==> config.mk <==
export PLATFORM = sky130hd
export DESIGN_NAME = hdmi_audio_fifo
export DESIGN_NICKNAME = d
export VERILOG_FILES = /design/src/rtl/hdmi_audio_pkg.sv /design/src/rtl/audio_sample_ram.sv /design/src/rtl/hdmi_audio_fifo.sv
export SDC_FILE = /design/constraint.sdc
export NUM_CORES = 2
export LEC_CHECK = 0
export BUFFER_PORTS_ARGS = -buffer_cell sky130_fd_sc_hd__buf_2
export CORE_ASPECT_RATIO = 0.7
export CORE_UTILIZATION = 50
export DETAILED_ROUTE_END_ITERATION = 12
export PLACE_DENSITY = 0.68
export SYNTH_ARGS = -nofsm -noshare
export SYNTH_HDL_FRONTEND = slang
export SYNTH_SLANG_ARGS = --single-unit
==> constraint.sdc <==
create_clock -name clk -period 4.05 [get_ports clk]
set_clock_uncertainty 0.2 [all_clocks]
set_input_delay 0.6075 -clock clk [delete_from_list [all_inputs] [get_ports clk]]
set_output_delay 0.6075 -clock clk [all_outputs]
set_load 0.05 [all_outputs]
==> src/rtl/hdmi_audio_pkg.sv <==
// hdmi_audio_pkg: shared types and constants for the HDMI audio sample FIFO
package hdmi_audio_pkg;
  localparam int CSB_FRAME = 192;
  typedef struct packed {logic [15:0] r, l;} stereo_t;
  typedef enum logic {PRIME, RUN} afifo_state_t;
endpackage

==> src/rtl/audio_sample_ram.sv <==
// audio_sample_ram: DEPTH x 32 simple dual-port RAM with registered read, no reset
module audio_sample_ram
  import hdmi_audio_pkg::*;
#(
  parameter int DEPTH = 64,
  parameter int AW    = 6
) (
  input  logic          clk,
  input  logic          we,
  input  logic [AW-1:0] waddr,
  input  stereo_t       wdata,
  input  logic          re,
  input  logic [AW-1:0] raddr,
  output stereo_t       rdata
);
  stereo_t mem [DEPTH];
  always_ff @(posedge clk) begin
    if (we) mem[waddr] <= wdata;
    if (re) rdata <= mem[raddr];
  end
endmodule

==> src/rtl/hdmi_audio_fifo.sv <==
// hdmi_audio_fifo: PCM sample buffer with low-water priming, silence on underflow and IEC 60958 frame count
module hdmi_audio_fifo
  import hdmi_audio_pkg::*;
#(
  parameter int DEPTH     = 64,
  parameter int AW        = 6,
  parameter int LOW_WATER = 16
) (
  input  logic          clk,
  input  logic          rst_n,
  input  logic          audio_w,
  input  logic [31:0]   audio,
  input  logic          rd,
  output logic [15:0]   lsample,
  output logic [15:0]   rsample,
  output logic [7:0]    csb,
  output logic          frame_b,
  output logic [AW:0]   level,
  output logic          streaming,
  output logic          underflow,
  output logic          overflow,
  input  logic          clr_flags
);
  logic [AW-1:0] wptr, rptr;
  afifo_state_t state;
  stereo_t q;
  logic popped, pop, wr_ok, under_ev;
  assign pop      = rd && state == RUN && level != '0;
  assign under_ev = rd && state == RUN && level == '0;
  assign wr_ok    = audio_w && (level < (AW+1)'(DEPTH) || pop);
  audio_sample_ram #(.DEPTH(DEPTH), .AW(AW)) u_ram (
    .clk   (clk),
    .we    (wr_ok),
    .waddr (wptr),
    .wdata (stereo_t'(audio)),
    .re    (pop),
    .raddr (rptr),
    .rdata (q)
  );
  // RAM output has no reset; popped gates it so reset and silent reads show zero
  assign {rsample, lsample} = popped ? q : '0;
  assign frame_b   = csb == '0;
  assign streaming = state == RUN;
  always_ff @(posedge clk or negedge rst_n) begin
    if (!rst_n) begin
      wptr      <= '0;
      rptr      <= '0;
      level     <= '0;
      state     <= PRIME;
      popped    <= 1'b0;
      csb       <= '0;
      underflow <= 1'b0;
      overflow  <= 1'b0;
    end else begin
      if (wr_ok) wptr <= wptr + 1'b1;
      if (pop) rptr <= rptr + 1'b1;
      level <= level + (AW+1)'(wr_ok) - (AW+1)'(pop);
      if (rd) begin
        popped <= pop;
        csb    <= csb == 8'(CSB_FRAME - 1) ? '0 : csb + 8'd1;
      end
      underflow <= under_ev | (underflow & ~clr_flags);
      overflow  <= (audio_w & ~wr_ok) | (overflow & ~clr_flags);
      state     <= state == PRIME ? (level >= (AW+1)'(LOW_WATER) ? RUN : PRIME)
                                  : (under_ev ? PRIME : RUN);
    end
  end
endmodule

==> flow_summary_export.csv <==
group,metric,value,unit
outcome,status,"finished clean",
drt,wirelength,212000,microns
global_routing,gr-total-overflow,0,
cts,post_cts_resized,0,
floorplanning,dieArea,164000,sq um
power_and_ir_drop,sw_frac_of_total,0.321,
drt,antenna_left,0,
flow_run,maxCapViolCount,0,
power_and_ir_drop,leakage,29.6,nW
sta,setup_violations,0,
worst_setup_path,crit_path_end_kind,"register",
synthesis,yosys-top-cells-count,"2080 x edfxtp_1, 400 x mux4_2, 270 x mux2i_1, 109 x nor2_1, 108 x nand2_1",
sta,setup_tns,0,ns
synthesis,synth_area_leaders,"edfxtp_1 77%, mux4_2 11%, mux2i_1 3.3%, dfrtp_1 0.95%, a21oi_1 0.50%",
power_and_ir_drop,power,62.8,mW
global_routing,grt_pass1_vias,40200,
synthesis,syn_avg_cell_area,21.3,sq um
power_and_ir_drop,power_frac_clock,0.287,
global_routing,antenna_found_initial,17,
layout,design_area,92400,sq um
synthesis,synth_compound_area_frac,0.0353,
layout,finalCoreUtilization,0.574,
sta,period_needed,3.73,ns
layout,layout-drive-gt1-share,0.260,
synthesis,synth_simple_gate_area_frac,0.0190,
cts,cts_buffers,192,
sta,worst_pin_slew,1.29,ns
sta,slew_viol_final,0,
global_routing,grt_usage,0.259,
floorplanning,die_w,484,microns
drt,drt-vias-per-instance,6.43,
power_and_ir_drop,combPwrFrac,0.302,
power_and_ir_drop,power_frac_seq,0.411,
placement,finalWeightedCongestion,0.807,
synthesis,synth.most_common_cell,"edfxtp_1",
synthesis,yosysTopAreaCellShare,0.768,
synthesis,yosys.area.top_type,"edfxtp_1",
sta,hold_viol,0,
hold_path,hp-class,"in -> reg",
worst_setup_path,start_kind,"register",
synthesis,ys_warn_count,0,
cts,cts_tree,"done",
layout,nNetsFinal,4189,
synthesis,syn-num-nets,3872,
power_and_ir_drop,p_int,42.6,mW
drt,drtPass1Iterations,5,
floorplanning,io_pins,88,
cts,cts_max_level,4,
worst_setup_path,cp.arrival,4.11,ns
placement,io_buffer_count,87,
cts,clkSinkCount,2111,
floorplanning,row_count,123,
drt,wl_per_cell,32.9,microns
synthesis,async_reset_ff_frac,0.0147,
power_and_ir_drop,vdd_drop_max,0.472,mV
synthesis,synth_top_family_by_area,"multiplexers",
synthesis,ys_ff_latch,2111,
worst_setup_path,worst-path-max-fanout,26,
cts,clock_tree.buffer_depth,3,
synthesis,synth_edf_count,2080,
global_routing,grt_pass1_wl,301000,microns
placement,dp_hpwl,123000,microns
drt,num_vias,41300,
power_and_ir_drop,powerDensity,680,nW/um^2
drt,remaining_drc_errors,0,
worst_setup_path,critPathKind,"reg -> reg",
global_routing,grt_max_degree,73,
drt,drt_iter0_drc,5749,
synthesis,synth_cells,3819,
sta,fmax,0.268,GHz
sta,relSlewSlack,0.142,
synthesis,yosys.cell_types.count,62,
placement,dpl_cell_area,86200,sq um
synthesis,synth_xor_area_frac,0.00205,
synthesis,ys.flop_type,"edfxtp_1",
sta,rsz0062_at_grt,"false",
synthesis,muxShareOfSynthArea,0.146,
sta,period_share,0.920,
power_and_ir_drop,switching_power,20.2,mW
layout,area_delta_synth_final,13.7,%
floorplanning,die_y,339,microns
synthesis,netlist_area,81300,sq um
synthesis,synthAdderAreaFrac,0.00256,
floorplanning,start_util,0.505,
cts,root_buffer,"clkbuf_16",
synthesis,yosysSeqAreaShare,0.778,
cts,clk_latency,0.83,ns
floorplanning,core_area,161000,sq um
worst_setup_path,cp.required,4.43,ns
cts,path_clk_slew,0.07,ns
==> layout by cell type (no fill, tap or decap), types with 14 or more instances in the layout <==
cell type / n
clkbuf_1: 40
mux2_2: 17
ha_1: 15
a221oi_1: 31
nor3_1: 19
buf_4: 188
bufinv_16: 18
nor2_1: 42
mux4_2: 400
buf_12: 55
nand2_1: 106
mux2i_1: 270
and2_1: 34
dfrtp_1: 24
buf_2: 87
nand3_1: 19
a22oi_1: 38
o22ai_1: 62
a211oi_1: 46
o221ai_1: 35
o21ai_0: 56
clkinv_1: 39
edfxtp_1: 2080
xnor2_1: 14
a21oi_1: 82
nor2_4: 66
inv_1: 20
clkinv_2: 42
clkbuf_16: 195
==> worst max-delay path: stages, from the launching register on <==
cell,delay (ns)
dfrtp_4,0.68
buf_12,0.25
buf_12,0.18
buf_12,0.19
nand3b_1,0.16
buf_12,0.26
o22ai_1,0.13
a2111oi_0,0.78
buf_4,0.23
a22oi_1,0.15
o211a_1,0.17
==> cell families (layout without fill, tap and decap cells) <==
| logic type | after synthesis | count (layout) |
|---|---|---|
| XOR/XNOR | 19 | 19 |
| buffers and inverters | 233 | 714 |
| other | 0 | 2 |
| flip-flops | 2111 | 2111 |
| AO/OA/AOI/OAI | 414 | 414 |
| AND/OR/NAND/NOR | 339 | 339 |
| adder cells (fa/ha/maj) | 16 | 16 |
| multiplexers | 687 | 687 |
==> sequential cells by signal, indices dropped and copies added, names as in the netlist, 6 cells and up <==
register / cells
csb: 8
level: 7
u_ram.rdata: 32
u_ram.mem: 2048
rptr: 6
wptr: 6
==> through the flow <==
step                worst slack (ns)  std cells  hold WS (ns)
floorplan                     0.0966       3819         0.112
finish                         0.324       6427         0.107
CTS                            0.318       6425        0.0658
global placement               0.288       6063         0.307
global route                   0.292       6425         0.113
detailed placement             0.324       6063         0.315
==> routing by layer <==
metal  global-route usage  share of wire
met5                    0        0.00068
met2                0.373           0.44
met1                0.396           0.42
met3               0.0616           0.11
met4               0.0755          0.026
==> power by group through the flow <==
stage	Clock (mW)	Combinational (mW)	Sequential (mW)
2_1_floorplan	0	12.0	25.9
3_5_place_dp	0	18.9	26.3
3_3_place_gp	0	18.8	26.2
5_1_grt	19.0	19.8	25.8
6_report	18.0	19.0	25.8
4_1_cts	18.2	19.0	25.8
==> final timing paths <==
kind,end,cells after the start,from,slack [ns]
max in group asynchronous,rptr[0],2,rst_n,2.82
worst min register to register,csb[4],1,csb[4],0.36
worst max register to register,u_ram.rdata[27],10,rptr[0],0.32
worst max-delay path,u_ram.rdata[27],10,rptr[0],0.32
min in group asynchronous,csb[7],2,rst_n,0.21
worst min-delay path,u_ram.mem[55][20],1,audio[20],0.11
==> area by class of cell <==
cell class | count | area [sq um]
inverter | 22 | 82.6
sequential | 2111 | 63300
clock buffer | 236 | 5040
multi-input combinational | 1475 | 17200
tap | 2125 | 2660
timing repair buffer | 334 | 2990
clock inverter | 122 | 1130
antenna | 2 | 5.00
fill | 11600 | 68600
==> repair_timing <==
item	CTS	global route
endpoints found under the hold margin	39	0
hold buffers	4	0
buffers inserted	0	0
Note: power is estimated with default switching activity, not from simulation.
